<file path="src/rtl/sys_reset_sequencer.sv">
// Sequenced, synchronised block resets for the APB timer, with a software
// warm-reset handshake that shuts stages down in reverse order and then releases them again.
module sys_reset_sequencer #(
  parameter int NUM_STAGES  = 4,
  parameter int STAGE_DELAY = 16,
  parameter int SYNC_STAGES = 2,
  parameter int CNT_W       = 8
) (
  input  logic                  sys_clk,
  input  logic                  sys_reset,
  output logic [NUM_STAGES-1:0] rst_n_out,
  output logic                  ready,
  input  logic                  sw_rst_req,
  output logic                  sw_rst_ack
);

  localparam int IDX_W = (NUM_STAGES > 1) ? $clog2(NUM_STAGES) : 1;

  localparam logic [2:0] ST_IDLE     = 3'd0;
  localparam logic [2:0] ST_RELEASE  = 3'd1;
  localparam logic [2:0] ST_RUN      = 3'd2;
  localparam logic [2:0] ST_SHUTDOWN = 3'd3;
  localparam logic [2:0] ST_HOLD     = 3'd4;

  localparam logic [CNT_W-1:0] CNT_LAST = CNT_W'(STAGE_DELAY - 1);
  localparam logic [IDX_W-1:0] IDX_LAST = IDX_W'(NUM_STAGES - 1);

  logic [SYNC_STAGES-1:0] sync_q, sync_d;
  logic                   sync_ok;

  logic [2:0]            state_q, state_d;
  logic [CNT_W-1:0]      cnt_q, cnt_d;
  logic [IDX_W-1:0]      idx_q, idx_d;
  logic [NUM_STAGES-1:0] rst_n_q, rst_n_d;
  logic                  ready_q, ready_d;
  logic                  ack_q, ack_d;
  logic                  cnt_last;

  // Assertion is asynchronous; only the release edge is synchronised to sys_clk.
  assign sync_d  = {sync_q[SYNC_STAGES-2:0], 1'b1};
  assign sync_ok = sync_q[SYNC_STAGES-1];

  // NOTE: sequential state uses non-blocking assignments so every flop samples pre-edge values.
  always_ff @(posedge sys_clk or negedge sys_reset) begin
    if (!sys_reset) begin
      sync_q <= '0;
    end else begin
      sync_q <= sync_d;
    end
  end

  assign cnt_last = (cnt_q == CNT_LAST);

  always_comb begin
    // NOTE: every variable gets a default first so no path through the case infers a latch.
    state_d = state_q;
    cnt_d   = cnt_q;
    idx_d   = idx_q;
    rst_n_d = rst_n_q;
    ready_d = ready_q;
    ack_d   = ack_q;

    case (state_q)
      ST_IDLE: begin
        rst_n_d = '0;
        ready_d = 1'b0;
        ack_d   = 1'b0;
        if (sync_ok) begin
          state_d = ST_RELEASE;
          cnt_d   = '0;
          idx_d   = '0;
        end
      end

      ST_RELEASE: begin
        if (cnt_last) begin
          rst_n_d[idx_q] = 1'b1;
          cnt_d          = '0;
          if (idx_q == IDX_LAST) begin
            ready_d = 1'b1;
            state_d = ST_RUN;
          end else begin
            idx_d = idx_q + 1'b1;
          end
        end else begin
          cnt_d = cnt_q + 1'b1;
        end
      end

      ST_RUN: begin
        if (sw_rst_req) begin
          state_d = ST_SHUTDOWN;
          ready_d = 1'b0;
          cnt_d   = '0;
          idx_d   = IDX_LAST;
        end
      end

      ST_SHUTDOWN: begin
        // A request dropped here does not abort; HOLD handles the early release.
        if (cnt_last) begin
          rst_n_d[idx_q] = 1'b0;
          cnt_d          = '0;
          if (idx_q == '0) begin
            ack_d   = 1'b1;
            state_d = ST_HOLD;
          end else begin
            idx_d = idx_q - 1'b1;
          end
        end else begin
          cnt_d = cnt_q + 1'b1;
        end
      end

      ST_HOLD: begin
        if (!sw_rst_req) begin
          ack_d   = 1'b0;
          state_d = ST_RELEASE;
          cnt_d   = '0;
          idx_d   = '0;
        end
      end

      default: begin
        state_d = ST_IDLE;
        cnt_d   = '0;
        idx_d   = '0;
        rst_n_d = '0;
        ready_d = 1'b0;
        ack_d   = 1'b0;
      end
    endcase
  end

  always_ff @(posedge sys_clk or negedge sys_reset) begin
    if (!sys_reset) begin
      state_q <= ST_IDLE;
      cnt_q   <= '0;
      idx_q   <= '0;
      rst_n_q <= '0;
      ready_q <= 1'b0;
      ack_q   <= 1'b0;
    end else begin
      state_q <= state_d;
      cnt_q   <= cnt_d;
      idx_q   <= idx_d;
      rst_n_q <= rst_n_d;
      ready_q <= ready_d;
      ack_q   <= ack_d;
    end
  end

  assign rst_n_out  = rst_n_q;
  assign ready      = ready_q;
  assign sw_rst_ack = ack_q;

endmodule

</file>
<file path="config.mk">
export PLATFORM = sky130hd
export DESIGN_NAME = sys_reset_sequencer
export DESIGN_NICKNAME = d
export VERILOG_FILES = /design/src/rtl/sys_reset_sequencer.sv
export SDC_FILE = /design/constraint.sdc
export NUM_CORES = 1
export LEC_CHECK = 0
export ABC_AREA = 0
export BUFFER_PORTS_ARGS = -buffer_cell sky130_fd_sc_hd__buf_2
export CORE_MARGIN = 2
export CORE_UTILIZATION = 25
export DETAILED_ROUTE_END_ITERATION = 6
export GPL_TIMING_DRIVEN = 0
export HOLD_SLACK_MARGIN = 0.08
export PLACE_DENSITY = 0.5
export SLEW_MARGIN = 15
export SYNTH_ARGS = -nofsm -noshare
export SYNTH_HDL_FRONTEND = slang
export SYNTH_SLANG_ARGS = --single-unit
</file>
<file path="constraint.sdc">
create_clock -name sys_clk -period 2.4 [get_ports sys_clk]
set_input_delay 0.12 -clock sys_clk [delete_from_list [all_inputs] [get_ports sys_clk]]
set_output_delay 0.12 -clock sys_clk [all_outputs]
set_load 0.1 [all_outputs]
</file>
==> run summary, run 1 <==
Status: complete, no violations
Worst-path clk slew: 0.08 ns
Avg Inst Size Synth: 8.93 sq um
XOR/XNOR Fraction of Synth Area: 0%
Most frequent cell after synthesis: dfrtp_1
Buffers on Ports: 8
Routed wl met2: 1280 um
Critical path class: flip-flop to flip-flop
Drt first-iter violations: 85
Core area: 4720 sq um
Routed wire length: 2910 um
Register area share after synthesis: 42.9%
CTS Buf Count: 3
Max VDD drop: 293 uV
Prevailing post-synth register cell: dfrtp_1
Max_cap viols: 0
I/O pin total: 9
CTS tree: yes
Initial Util: 25.9%
Commonest cells post-synth: 21 x dfrtp_1, 13 x nand2_1, 10 x a21oi_1, 9 x nor2_1
Setup TNS Final: 0 ns
Clock Path Buffers: 2
GRT Total Usage: 11.3%
Max-slew headroom: 60.9%
Startpoint class of the critical path: flip-flop
Total number of yosys warnings: 0
First-pass GRT wire length: 4680 um
GPL Wtd Cong: 0.875
Post-synth design cell area: 1220 sq um
Final Setup Violations: 0
Final Hold Fails: 0
Synth async-reset ratio: 100%
Post-DP HPWL: 2080 um
CTS HTree Levels: 1
Dpl cell area: 1350 sq um
Avg WL per Cell: 13.4 um
Max Fclk: 548 MHz
Die H: 74.0 um
DIE AREA: 5470 sq um
Period utilization: 76.1%
Hold WC Path Type: input pin to flip-flop
Slew @ Worst Pin: 0.583 ns
Root Buffer: clkbuf_8
Clk_lat worst skew: 0.26 ns
Synth Instances: 137
Post-synth EDFFs: 0
CTS sink cnt: 21
First-pass iteration count of the detailed router: 4
# resized after CTS: 0
Final ANT Viol Nets: 0
Post-synth top area share: 42.9%
RSZ-0062 raised after global routing: no
Top sig layer: met4
Simple-gate area share of the yosys netlist: 25.4%
Die W: 74.0 um
Slew Limit Fails: 0
Pin count of the biggest net entering global routing: 22
CP arrival: 1.97 ns
Placed cells: 212
Site row count: 25
Top post-synthesis cells by area: dfrtp_1 43%, a21oi_1 4.1%, nand2_1 4.0%, nand3_1 3.3%, o21ai_0 3.3%
Synth Area in Compound Gates: 24.4%
Crit path max fanout: 10
Data required time of the worst path: 2.55 ns
N_diodes: 0
PD cells: 1310 nW/um^2
Yosys reg bits: 21
Initial antenna violation count: 0
Post-Synth Adder-Cell Area: 1.02%
DRT met1 WL: 1430 um
Number of remaining DRC errors: 0
Synth Net Count: 141
Layout cell share with drive strength beyond 1: 12.7%
Vias in the first global route: 961
Skew final: 0.00228 ns
Mux contribution to synthesized area: 1.64%
Non-filler instance count after layout: 217
Finished layout cell area: 1400 sq um
Crit. End Element: flip-flop
Via density: 5.05
Netlist cell types: 44
Leakage power: 0.565 nW
Main combinational cell family by area after synthesis: simple AND/OR/NAND/NOR gates
Minimum clock period: 1.83 ns
# nets final: 155
Vias: 1096
Routed length on met3: 164 um
Area Growth Syn to Fin: 14.7%
Remaining Overflow, GRT: 0
Biggest area consumer among synthesized cells: dfrtp_1
## sequential cells by signal, indices dropped and copies added (netlist names)
| register | count |
|---|---|
| cnt_q | 8 |
| idx_q | 2 |
| rst_n_out | 4 |
| state_q | 3 |
| sync_q | 2 |
| ready | 1 |
| sw_rst_ack | 1 |
## cell type report
class                   instances  area (sq um)
fillers                       494          3320
well taps                      67          83.8
repair buffers                  9          50.0
inverters                       4          15.0
clock buffers                   3          41.3
clock inverters                 1          5.00
multi-input cells             104           646
flip-flops and latches         21           526
plain buffers                   8          37.5
## through the flow
| stage | hold WS (ns) | setup slack (ns) | utilization, % | total power, W |
|---|---|---|---|---|
| 2_1_floorplan | -0.176 | 0.651 | - | 0.00139 |
| 6_report | 0.242 | 0.574 | 29.7 | 0.00183 |
| 3_5_place_dp | 0.113 | 0.585 | 28.5 | 0.00160 |
| 4_1_cts | 0.233 | 0.568 | 29.7 | 0.00184 |
| 3_3_place_gp | 0.0990 | 0.606 | 28.5 | 0.00157 |
| 5_1_grt | 0.250 | 0.450 | 29.7 | 0.00196 |
## worst paths after layout
check                      cells past startpoint            startpoint  slack (ns)                       end
setup / recovery                               5  cnt_q[5]$_DFFE_PN0P_        0.57  rst_n_out[3]$_DFFE_PN0P_
hold / removal                                 3            sw_rst_req        0.24      idx_q[0]$_DFFE_PN0P_
setup reg to reg                               5  cnt_q[5]$_DFFE_PN0P_        0.57  rst_n_out[3]$_DFFE_PN0P_
hold reg to reg                                0   sync_q[0]$_DFF_PN0_        0.35       sync_q[1]$_DFF_PN0_
max in group asynchronous                      2             sys_reset        1.73         ready$_DFFE_PN0P_
min in group asynchronous                      2             sys_reset        0.34      cnt_q[4]$_DFFE_PN0P_
## worst max-delay path, cell delays in order (launching register included)
cell	delay [ns]
dfrtp_1	0.43
or3_4	0.41
or3_4	0.35
buf_6	0.15
o311ai_1	0.26
o21ai_1	0.10
## where the power goes
group | switching [W] | total (W) | leakage, nW | internal [W]
Sequential | 0.000112 | 0.000585 | 0.268 | 0.000472
Clock | 0.000122 | 0.000238 | 0.0255 | 0.000116
Combinational | 0.000704 | 0.00101 | 0.272 | 0.000306
Total | 0.000939 | 0.00183 | 0.565 | 0.000894
## logic make-up after synthesis
logic type,Yosys count
AOI/OAI and AO/OA,44
other,1
and+or+nand+nor,56
adders and majority gates,1
muxes,2
DFF,21
buffers and inverters,12
## layout by cell type, fill, tap and decap left out, types with 5 or more instances in the layout
master and count:
a21oi_1 10, buf_2 8, dfrtp_1 21, o31ai_1 5, nand2_1 13, nand3_1 8
nor2_1 9, clkbuf_1 6, o21ai_0 8
## repair_timing
item	in CTS	in global routing
hold buffers	1	0
hold endpoints to repair	21	0
buffers inserted	0	0
## layer usage
layer,track usage (%),vias up
li1,-,529
met3,3.66,4
met2,17.5,35
met4,3.84,0
met1,15.0,528
met5,0,-
Power figures use the tool's default switching activity.
==> run 2, diff against run 1 <==
ABC_AREA = 1   (was 0)
PLACE_DENSITY = 0.51   (was 0.5)
clock period = 1.6 ns   (was 2.4 ns; I/O delays follow)
==> run summary, run 2 <==
Status: complete, no violations
First-pass iteration count of the detailed router: 4
Root Buffer: clkbuf_8
Die W: 74.7 um
Remaining Overflow, GRT: 0
Buffers on Ports: 8
Avg Inst Size Synth: 7.02 sq um
Clk_lat worst skew: 0.26 ns
Commonest non-fill, non-tap cell in the layout: nand2_1
Register area share after synthesis: 42.0%
Netlist cell types: 20
Post-synth design cell area: 1250 sq um
Util after Layout: 30.1%
Clock Path Buffers: 2
Via density: 4.59
Critical path class: flip-flop to flip-flop
PD cells: 1940 nW/um^2
Grt peak-use layer: met1
Period utilization: 94.0%
Synth async-reset ratio: 100%
Net Sw Frac: 52.8%
Register area: 526 sq um
Number of remaining DRC errors: 0
Leakage power: 0.745 nW
Pin count of the biggest net entering global routing: 22
Top post-synthesis cells by area: dfrtp_1 42%, nand2_1 16%, nand3_1 7.6%, o21ai_0 6.4%, nor2_1 5.7%
First-pass GRT wire length: 4810 um
RSZ-0062 raised after global routing: yes
Net Switching: 0.00148 W
Max VDD drop: 501 uV
Vias in the first global route: 1009
Prevailing post-synth register cell: dfrtp_1
Synth Net Count: 182
GPL Wtd Cong: 0.768
# nets final: 196
Minimum clock period: 1.50 ns
Most frequent cell after synthesis: nand2_1
Final Hold Fails: 0
Worst-path clk slew: 0.08 ns
Initial Util: 26.1%
Hold WC Path Type: input pin to flip-flop
Routed wire length: 2850 um
Most flops, register: cnt_q
Layout cell share with drive strength beyond 1: 14.1%
Flop pwr share: 34.2%
Core area: 4790 sq um
Total power: 0.00279 W
Final ANT Viol Nets: 0
I/O pin total: 9
CTS tree: yes
Die H: 74.7 um
Synth Instances: 178
Avg WL per Cell: 11.0 um
GRT Total Usage: 11.2%
Initial antenna violation count: 0
Yosys reg bits: 21
CP arrival: 1.71 ns
R2r setup slk: 0.1 ns
N_diodes: 0
Met2 Usage GRT: 16.3%
Clk pwr share: 12.9%
Drt first-iter violations: 147
Comb pwr share: 52.9%
Largest register FFs: 8
Vias: 1185
Post-CTS Setup Bufs: 0
Crit path max fanout: 8
CTS sink cnt: 21
Skew final: 0.00576 ns
Max-slew headroom: 66.3%
Post-synth EDFFs: 0
Most frequent cells in the layout: 54 x nand2_1, 21 x dfrtp_1, 18 x nand3_1, 18 x nor2_1
CTS Buf Count: 3
Multi-input gate area: 662 sq um
Data required time of the worst path: 1.81 ns
Routing usage on met3: 2.01%
Site row count: 25
Post-DP HPWL: 2040 um
Slew Limit Fails: 0
Startpoint class of the critical path: flip-flop
Area Growth Syn to Fin: 15.4%
Crit. End Element: flip-flop
Commonest cells post-synth: 54 x nand2_1, 21 x dfrtp_1, 19 x nand3_1, 19 x nor2_1
Biggest area consumer among synthesized cells: dfrtp_1
Slew @ Worst Pin: 0.506 ns
Max Fclk: 665 MHz
DIE AREA: 5580 sq um
Total number of yosys warnings: 0
Final Setup Violations: 0
Filler cell count in the final layout: 523
M1 GR Usage: 16.3%
CTS HTree Levels: 1
Post-synth top area share: 42.0%
Max_cap viols: 0
P_int: 0.00132 W
## run 2: cell types whose count changed in the layout (fill, tap and decap cells not counted), moves of 8 or more
cell	previous run	this run
nand3_1	8	18
inv_1	4	16
nand2_1	13	54
nor2_1	9	18
o21ai_0	8	16
## run 2: final timing paths
kind	from	end	cells after the start
hold / removal	sw_rst_req	state_q[2]$_DFFE_PN0P_	3
max in group asynchronous	sys_reset	cnt_q[4]$_DFFE_PN0P_	2
min in group asynchronous	sys_reset	sync_q[1]$_DFF_PN0_	2
setup / recovery	cnt_q[0]$_DFFE_PN0P_	state_q[2]$_DFFE_PN0P_	7
hold reg to reg	sync_q[0]$_DFF_PN0_	sync_q[1]$_DFF_PN0_	0
setup reg to reg	cnt_q[0]$_DFFE_PN0P_	state_q[2]$_DFFE_PN0P_	7
## run 2: power by group through the flow
stage / clock network [W] / logic (W) / registers, W
after global placement: 0 / 0.00147 / 0.000960
after detailed placement: 0 / 0.00146 / 0.000960
after floorplan: 0 / 0.000867 / 0.00125
final: 0.000361 / 0.00148 / 0.000955
after CTS: 0.000380 / 0.00147 / 0.000952
after global routing: 0.000405 / 0.00167 / 0.000991
## run 2: logic make-up (layout without fill, tap and decap cells)
group	count (synthesis)	in the layout	synth area share (%)
AOI/OAI and AO/OA	25	25	10.2
adders and majority gates	1	1	1.00
buffers and inverters	18	31	6.01
DFF	21	21	42.0
other	1	1	0.300
and+or+nand+nor	112	112	40.4
## run 2: cell type report
cell class,count,area share (%)
tap,67,5.81
buffer,1,0.781
timing repair buffer,9,3.47
sequential,21,36.4
multi-input combinational,139,45.9
clock buffer,3,2.86
inverter,17,4.42
clock inverter,1,0.347
## run 2: repair_timing
item                                   in CTS  in global routing
endpoints found under the hold margin      21                  0
hold buffers                                1                  0
gates resized for setup                     0                  3
setup endpoints to repair                   0                  9
## run 2: metal layers
metal  up-vias  part of all wire [%]
met1       543                    50
met5         -                     0
met2        26                    44
li1        611                     -
met3         5                   4.4
met4         0                   1.8
## run 2: stage by stage
stage | area (sq um) | setup slack (ns) | cells | hold slack, ns | TNS (ns)
after detailed placement | 1370 | 0.0331 | 253 | 0.0927 | 0
after global placement | 1370 | 0.00288 | 253 | 0.0851 | 0
after floorplan | 1250 | 0.154 | 178 | -0.216 | 0
final | 1440 | 0.0954 | 258 | 0.109 | 0
after CTS | 1430 | 0.0239 | 258 | 0.101 | 0
after global routing | 1440 | -0.0303 | 258 | 0.119 | -0.131
## run 2: worst max-delay path, cell delays in order, from the launching register on
cell	delay [ns]
dfrtp_1	0.41
ha_1	0.20
nand3_1	0.16
nor2_2	0.26
nor2_4	0.10
nor2_1	0.15
nand3_1	0.10
nand2_1	0.07
